## src/rtl/pump_duty_scheduler.sv

```systemverilog
// Two-pump lead/lag scheduler: turns level flags into pump run commands, rotating the lead
// on every normal stop and enforcing min-run, min-rest and start-stagger times in ticks.
module pump_duty_scheduler #(
   parameter int unsigned MIN_ON_TICKS  = 8,
   parameter int unsigned MIN_OFF_TICKS = 4,
   parameter int unsigned STAGGER_TICKS = 2,
   parameter int unsigned CNT_W         = 8
) (
   input  logic       CLK100MHZ,
   input  logic       rst_n,
   input  logic       tick,
   input  logic       level_low,
   input  logic       level_mid,
   input  logic       level_high,
   input  logic [1:0] fault,
   output logic       pump1,
   output logic       pump2,
   output logic       lead_pump,
   output logic [1:0] state,
   output logic       alarm
);

   typedef enum logic [1:0] {
      StIdle = 2'b00,
      StLead = 2'b01,
      StBoth = 2'b10,
      StCool = 2'b11
   } state_e;

   localparam logic [CNT_W-1:0] MinOn   = CNT_W'(MIN_ON_TICKS);
   localparam logic [CNT_W-1:0] MinOff  = CNT_W'(MIN_OFF_TICKS);
   localparam logic [CNT_W-1:0] Stagger = CNT_W'(STAGGER_TICKS);

   state_e           state_q;
   logic [1:0]       demand, demand_q;
   logic [CNT_W-1:0] on_cnt, stag_cnt, off_cnt;
   logic             lead_bad, lag_bad, run_pump;

   // Saturating tick counter step.
   function automatic logic [CNT_W-1:0] bump(input logic [CNT_W-1:0] v, input logic en);
      return (en && (v != '1)) ? v + CNT_W'(1) : v;
   endfunction

   // No level flag asserted means the previous demand is held.
   always_comb begin
      demand = demand_q;
      if (level_high)     demand = 2'd0;
      else if (level_low) demand = 2'd2;
      else if (level_mid) demand = 2'd1;
   end

   assign lead_bad = fault[lead_pump];
   assign lag_bad  = fault[!lead_pump];
   assign run_pump = lead_bad ? ~lead_pump : lead_pump;
   assign state    = state_q;

   always_ff @(posedge CLK100MHZ or negedge rst_n) begin
      if (!rst_n) begin
         state_q   <= StIdle;
         demand_q  <= 2'd0;
         on_cnt    <= '0;
         stag_cnt  <= '0;
         off_cnt   <= '0;
         pump1     <= 1'b0;
         pump2     <= 1'b0;
         lead_pump <= 1'b0;
         alarm     <= 1'b0;
      end else begin
         demand_q <= demand;
         alarm    <= (demand != 2'd0) && (fault == 2'b11);
         case (state_q)
            StIdle: begin
               pump1 <= 1'b0;
               pump2 <= 1'b0;
               if ((demand != 2'd0) && (fault != 2'b11)) begin
                  state_q   <= StLead;
                  lead_pump <= run_pump;
                  pump1     <= ~run_pump;
                  pump2     <= run_pump;
                  on_cnt    <= '0;
                  stag_cnt  <= '0;
               end
            end
            StLead: begin
               if (lead_bad) begin
                  // Faults preempt every timer: hand over or give up immediately.
                  if (!lag_bad) begin
                     lead_pump <= ~lead_pump;
                     pump1     <= lead_pump;
                     pump2     <= ~lead_pump;
                     on_cnt    <= '0;
                     stag_cnt  <= '0;
                  end else begin
                     state_q <= StCool;
                     pump1   <= 1'b0;
                     pump2   <= 1'b0;
                     off_cnt <= '0;
                  end
               end else if ((demand == 2'd2) && (stag_cnt >= Stagger) && !lag_bad) begin
                  state_q <= StBoth;
                  pump1   <= 1'b1;
                  pump2   <= 1'b1;
                  on_cnt  <= bump(on_cnt, tick);
               end else if ((demand == 2'd0) && (on_cnt >= MinOn)) begin
                  state_q   <= StCool;
                  lead_pump <= ~lead_pump;
                  pump1     <= 1'b0;
                  pump2     <= 1'b0;
                  off_cnt   <= '0;
               end else begin
                  pump1    <= ~lead_pump;
                  pump2    <= lead_pump;
                  on_cnt   <= bump(on_cnt, tick);
                  stag_cnt <= (demand == 2'd2) ? bump(stag_cnt, tick) : '0;
               end
            end
            StBoth: begin
               if (fault == 2'b11) begin
                  state_q <= StCool;
                  pump1   <= 1'b0;
                  pump2   <= 1'b0;
                  off_cnt <= '0;
               end else if (fault != 2'b00) begin
                  state_q   <= StLead;
                  lead_pump <= fault[0];
                  pump1     <= ~fault[0];
                  pump2     <= fault[0];
                  on_cnt    <= bump(on_cnt, tick);
                  stag_cnt  <= '0;
               end else if ((demand == 2'd0) && (on_cnt >= MinOn)) begin
                  state_q   <= StCool;
                  lead_pump <= ~lead_pump;
                  pump1     <= 1'b0;
                  pump2     <= 1'b0;
                  off_cnt   <= '0;
               end else if (demand != 2'd2) begin
                  state_q  <= StLead;
                  pump1    <= ~lead_pump;
                  pump2    <= lead_pump;
                  on_cnt   <= bump(on_cnt, tick);
                  stag_cnt <= '0;
               end else begin
                  on_cnt <= bump(on_cnt, tick);
               end
            end
            StCool: begin
               pump1 <= 1'b0;
               pump2 <= 1'b0;
               if (off_cnt >= MinOff) state_q <= StIdle;
               else                   off_cnt <= bump(off_cnt, tick);
            end
            default: state_q <= StIdle;
         endcase
      end
   end

endmodule

```

## config.mk

```make
export PLATFORM = sky130hd
export DESIGN_NAME = pump_duty_scheduler
export DESIGN_NICKNAME = d
export VERILOG_FILES = /design/src/rtl/pump_duty_scheduler.sv
export SDC_FILE = /design/constraint.sdc
export NUM_CORES = 1
export LEC_CHECK = 0
export BUFFER_PORTS_ARGS = -buffer_cell sky130_fd_sc_hd__buf_2
export CAP_MARGIN = 20
export CORE_AREA = 2 2 73 75
export CTS_CLUSTER_DIAMETER = 80
export CTS_CLUSTER_SIZE = 10
export DETAILED_ROUTE_END_ITERATION = 16
export DIE_AREA = 0 0 75 77
export GPL_TIMING_DRIVEN = 0
export PLACE_DENSITY = 0.65
export SYNTH_ARGS = -nofsm -noshare
export SYNTH_HDL_FRONTEND = slang
export SYNTH_SLANG_ARGS = --single-unit
```

## constraint.sdc

```tcl
create_clock -name CLK100MHZ -period 3 [get_ports CLK100MHZ]
set_clock_uncertainty 0.15 [all_clocks]
set_input_delay 0.45 -clock CLK100MHZ [delete_from_list [all_inputs] [get_ports CLK100MHZ]]
set_output_delay 0.45 -clock CLK100MHZ [all_outputs]
set_load 0.02 [all_outputs]
```

==> impl_metrics.json <==
{
  "cts_buffers": 5,
  "vias_per_cell": 5.94,
  "syn_nets": 313,
  "io_pins": 14,
  "worst_r2r_startpoint": "state[1]",
  "area_growth_pct": 11.3,
  "clk_pin_slew_ps": 70,
  "critPathMaxStageDelay_ps": 490,
  "swShare_pct": 43.5,
  "cts_tree": "yes",
  "synth_top_cell_area_share_pct": 33.6,
  "seq_power_share_pct": 29.2,
  "final_nets": 332,
  "critPathLaunch": "state[1]",
  "dieArea_sq_um": 5780,
  "path_cells": "inv_1 -> ha_1 -> clkbuf_1 -> a21oi_1 -> o221a_2 -> or3b_1 -> clkbuf_1 -> o31ai_1",
  "pwr-share-comb_pct": 47.9,
  "clockPowerShare_pct": 22.9,
  "finalCritPeriodShare_pct": 93.5,
  "fp.dieH_um": 77,
  "synth_flop_cell": "dfrtp_1",
  "synth_area_leaders": "dfrtp_1 (34%), ha_1 (8.9%), nand2_1 (5.2%)",
  "cts_buffer_depth": 2,
  "core_area_sq_um": 4980,
  "post_drt_wl_per_cell_um": 15.6,
  "start_util_pct": 47.9,
  "fp.dieW_um": 75,
  "p_switching_uw": 808,
  "dpl_cell_area_sq_um": 2530,
  "status": "finished clean",
  "cp.required_ps": 3050,
  "htree_levels": 2,
  "drive_gt1_share_pct": 11.4,
  "detail_route.iter0.violations": 173,
  "path_class": "flop to flop",
  "drc_errors": 0,
  "use_met2_pct": 31.0,
  "synth-seq-cells": 32,
  "relSlewSlack_pct": 50.9,
  "syn_avg_cell_area_sq_um": 8.28,
  "gp_congestion": 0.923,
  "grt-ovfl-total": 0,
  "worst_pin_slew_ps": 737,
  "clock_sinks": 32,
  "grtUsageTotal_pct": 22.2,
  "finalSetupViolations": 0,
  "cp-end-kind": "flop",
  "internal_power_uw": 1050,
  "grt.busiest_layer": "met1",
  "startpoint_type": "flop",
  "fill_cells": 464,
  "rsz0062_at_grt": "false",
  "grt_pass1_wl_um": 9900,
  "insertion_delay_ps": 300,
  "maxCapViolCount": 0,
  "setup_tns_ps": 0,
  "yosysTopAreaCell": "dfrtp_1",
  "routed_wl_um": 5910,
  "antenna_found_initial": 0,
  "port-buffer-count": 12,
  "stdcell_area_sq_um": 2650,
  "final_antenna_net_count": 0,
  "place_ws_ps": 110,
  "cellLeakagePower_uw": 0.00116,
  "vias": 2247,
  "ir_drop_v": 0.000359,
  "fmax_ghz": 0.356,
  "finalCriticalPeriod_ps": 2810,
  "crit_buf_inv": 3,
  "cp_slowest_cell": "dfrtp_1",
  "netlist_instances": 288,
  "grt.met3_usage_pct": 4.47,
  "drv_slew": 0,
  "num_rows": 26,
  "gr-usage-met1_pct": 32.1,
  "ys_types": 54,
  "hold_ws_ps": 57.2,
  "p_per_area_nw_per_um2": 700,
  "grt_pass1_vias": 2077,
  "hold_viol": 0,
  "arrival_ps": 2850,
  "yosysSeqAreaShare_pct": 33.6,
  "synth-edff-count": 0,
  "async_flop_share_pct": 100,
  "syn_area_sq_um": 2380,
  "cp_top_family": "compound AO/OA/AOI/OAI gates",
  "root_buffer": "clkbuf_8",
  "crit_path_frequent_cell": "clkbuf_1",
  "n_antenna_cell": 0,
  "postCtsSetupBuffers": 0,
  "cp_max_fo": 10,
  "hpwl_um": 4210,
  "dr.pass1.iters": 4,
  "grt_start_max_net_pins": 33,
  "hold_class": "input port to async pin",
  "fin_ws_ps": 195,
  "synth_warnings": 0
}
-- flip-flops by register name, summed over array words and instances, names as in the netlist --
signal,flops
alarm,1
demand_q,2
lead_pump,1
off_cnt,8
on_cnt,8
pump1,1
pump2,1
stag_cnt,8
state,2
-- stage by stage --
stage | util, % | std cells | total power [uW]
floorplan | - | 288 | 1180
global placement | 50.9 | 370 | 1410
detailed placement | 50.9 | 370 | 1410
CTS | 53.1 | 378 | 1840
global route | 53.3 | 378 | 2000
finish | 53.3 | 378 | 1860
-- path summary, 6_finish.rpt --
kind	cells past startpoint	end	slack, ps
worst min register to register	1	pump2	370
min in group CLK100MHZ	2	demand_q[1]	240
worst max register to register	8	stag_cnt[3]	190
worst min-delay path	1	on_cnt[2]	60
max in group asynchronous	1	stag_cnt[5]	2170
worst max-delay path	8	stag_cnt[3]	190
-- worst reg2reg max path, delay by kind of cell (launching register included) --
family / cells / cell delay (ps)
adder cells (fa/ha/maj): 1 / 240
AO/OA/AOI/OAI: 3 / 920
flip-flops: 1 / 490
AND/OR/NAND/NOR: 1 / 350
buffers and inverters: 3 / 570
-- cells by family (layout without fill, tap and decap cells) --
logic type	Yosys count	count (layout)	share of synthesized area, %
muxes	2	2	0.892
AOI/OAI and AO/OA	102	102	28.5
buffers and inverters	30	50	6.30
adders and majority gates	17	17	8.92
DFF	32	32	33.6
and+or+nand+nor	105	105	21.8
-- layer usage --
layer  up-vias  part of all wire [%]
li1       1099                     -
met1      1070                    49
met2        58                    44
met3        20                   4.2
met4         0                   3.2
met5         -                     0
-- timing repair --
action	4_1_cts	5_1_grt
hold buffers	0	0
gates resized for setup	0	2
setup endpoints to repair	0	6
-- cells in the final DEF (no fill, tap or decap), drive strengths merged, types with 6 or more instances in the layout --
master,count
nand3,14
o31ai,6
a21oi,16
nor2b,7
a31oi,9
buf,17
inv,15
o21ai,32
ha,17
nand2,33
and3,6
dfrtp,32
nor2,19
clkbuf,14
-- power groups by stage --
| stage | Combinational (uW) | Sequential, uW | Clock [uW] |
|---|---|---|---|
| after floorplan | 609 | 569 | 0 |
| after global placement | 861 | 549 | 0 |
| after detailed placement | 860 | 550 | 0 |
| after CTS | 867 | 542 | 432 |
| after global routing | 992 | 553 | 454 |
| final | 889 | 542 | 425 |
-- cell usage after synthesis, drive strengths merged (2+ instances only) --
master and count:
or2 2, buf 5, or3b 2, nor2 19
and2 2, nor3 4, dfrtp 32, nand2b 2
o22a 4, clkbuf 9, nor3b 2, nand3 14
o2111ai 4, o31ai 6, o22ai 2, ha 17
nor4 4, inv 15, nand2 33, nor2b 7
a221o 2, o21a 3, a21boi 2, o31a 2
and3 6, a32o 2, o311ai 2, a22oi 2
a21oi 16, a21o 2, o211ai 2, nand4 4
and3b 2, o21ai 32, a31oi 9, a211oi 3
-- layout make-up --
class | count | area (sq um) | area share, %
Buffer | 14 | 77.6 | 2.92
Clock buffer | 5 | 68.8 | 2.59
Clock inverter | 3 | 42.5 | 1.60
Inverter | 16 | 72.6 | 2.74
Multi-Input combinational cell | 226 | 1440 | 54.4
Sequential cell | 32 | 801 | 30.2
Tap cell | 70 | 87.6 | 3.30
Timing Repair Buffer | 12 | 60.1 | 2.26
Power figures use the tool's default switching activity.
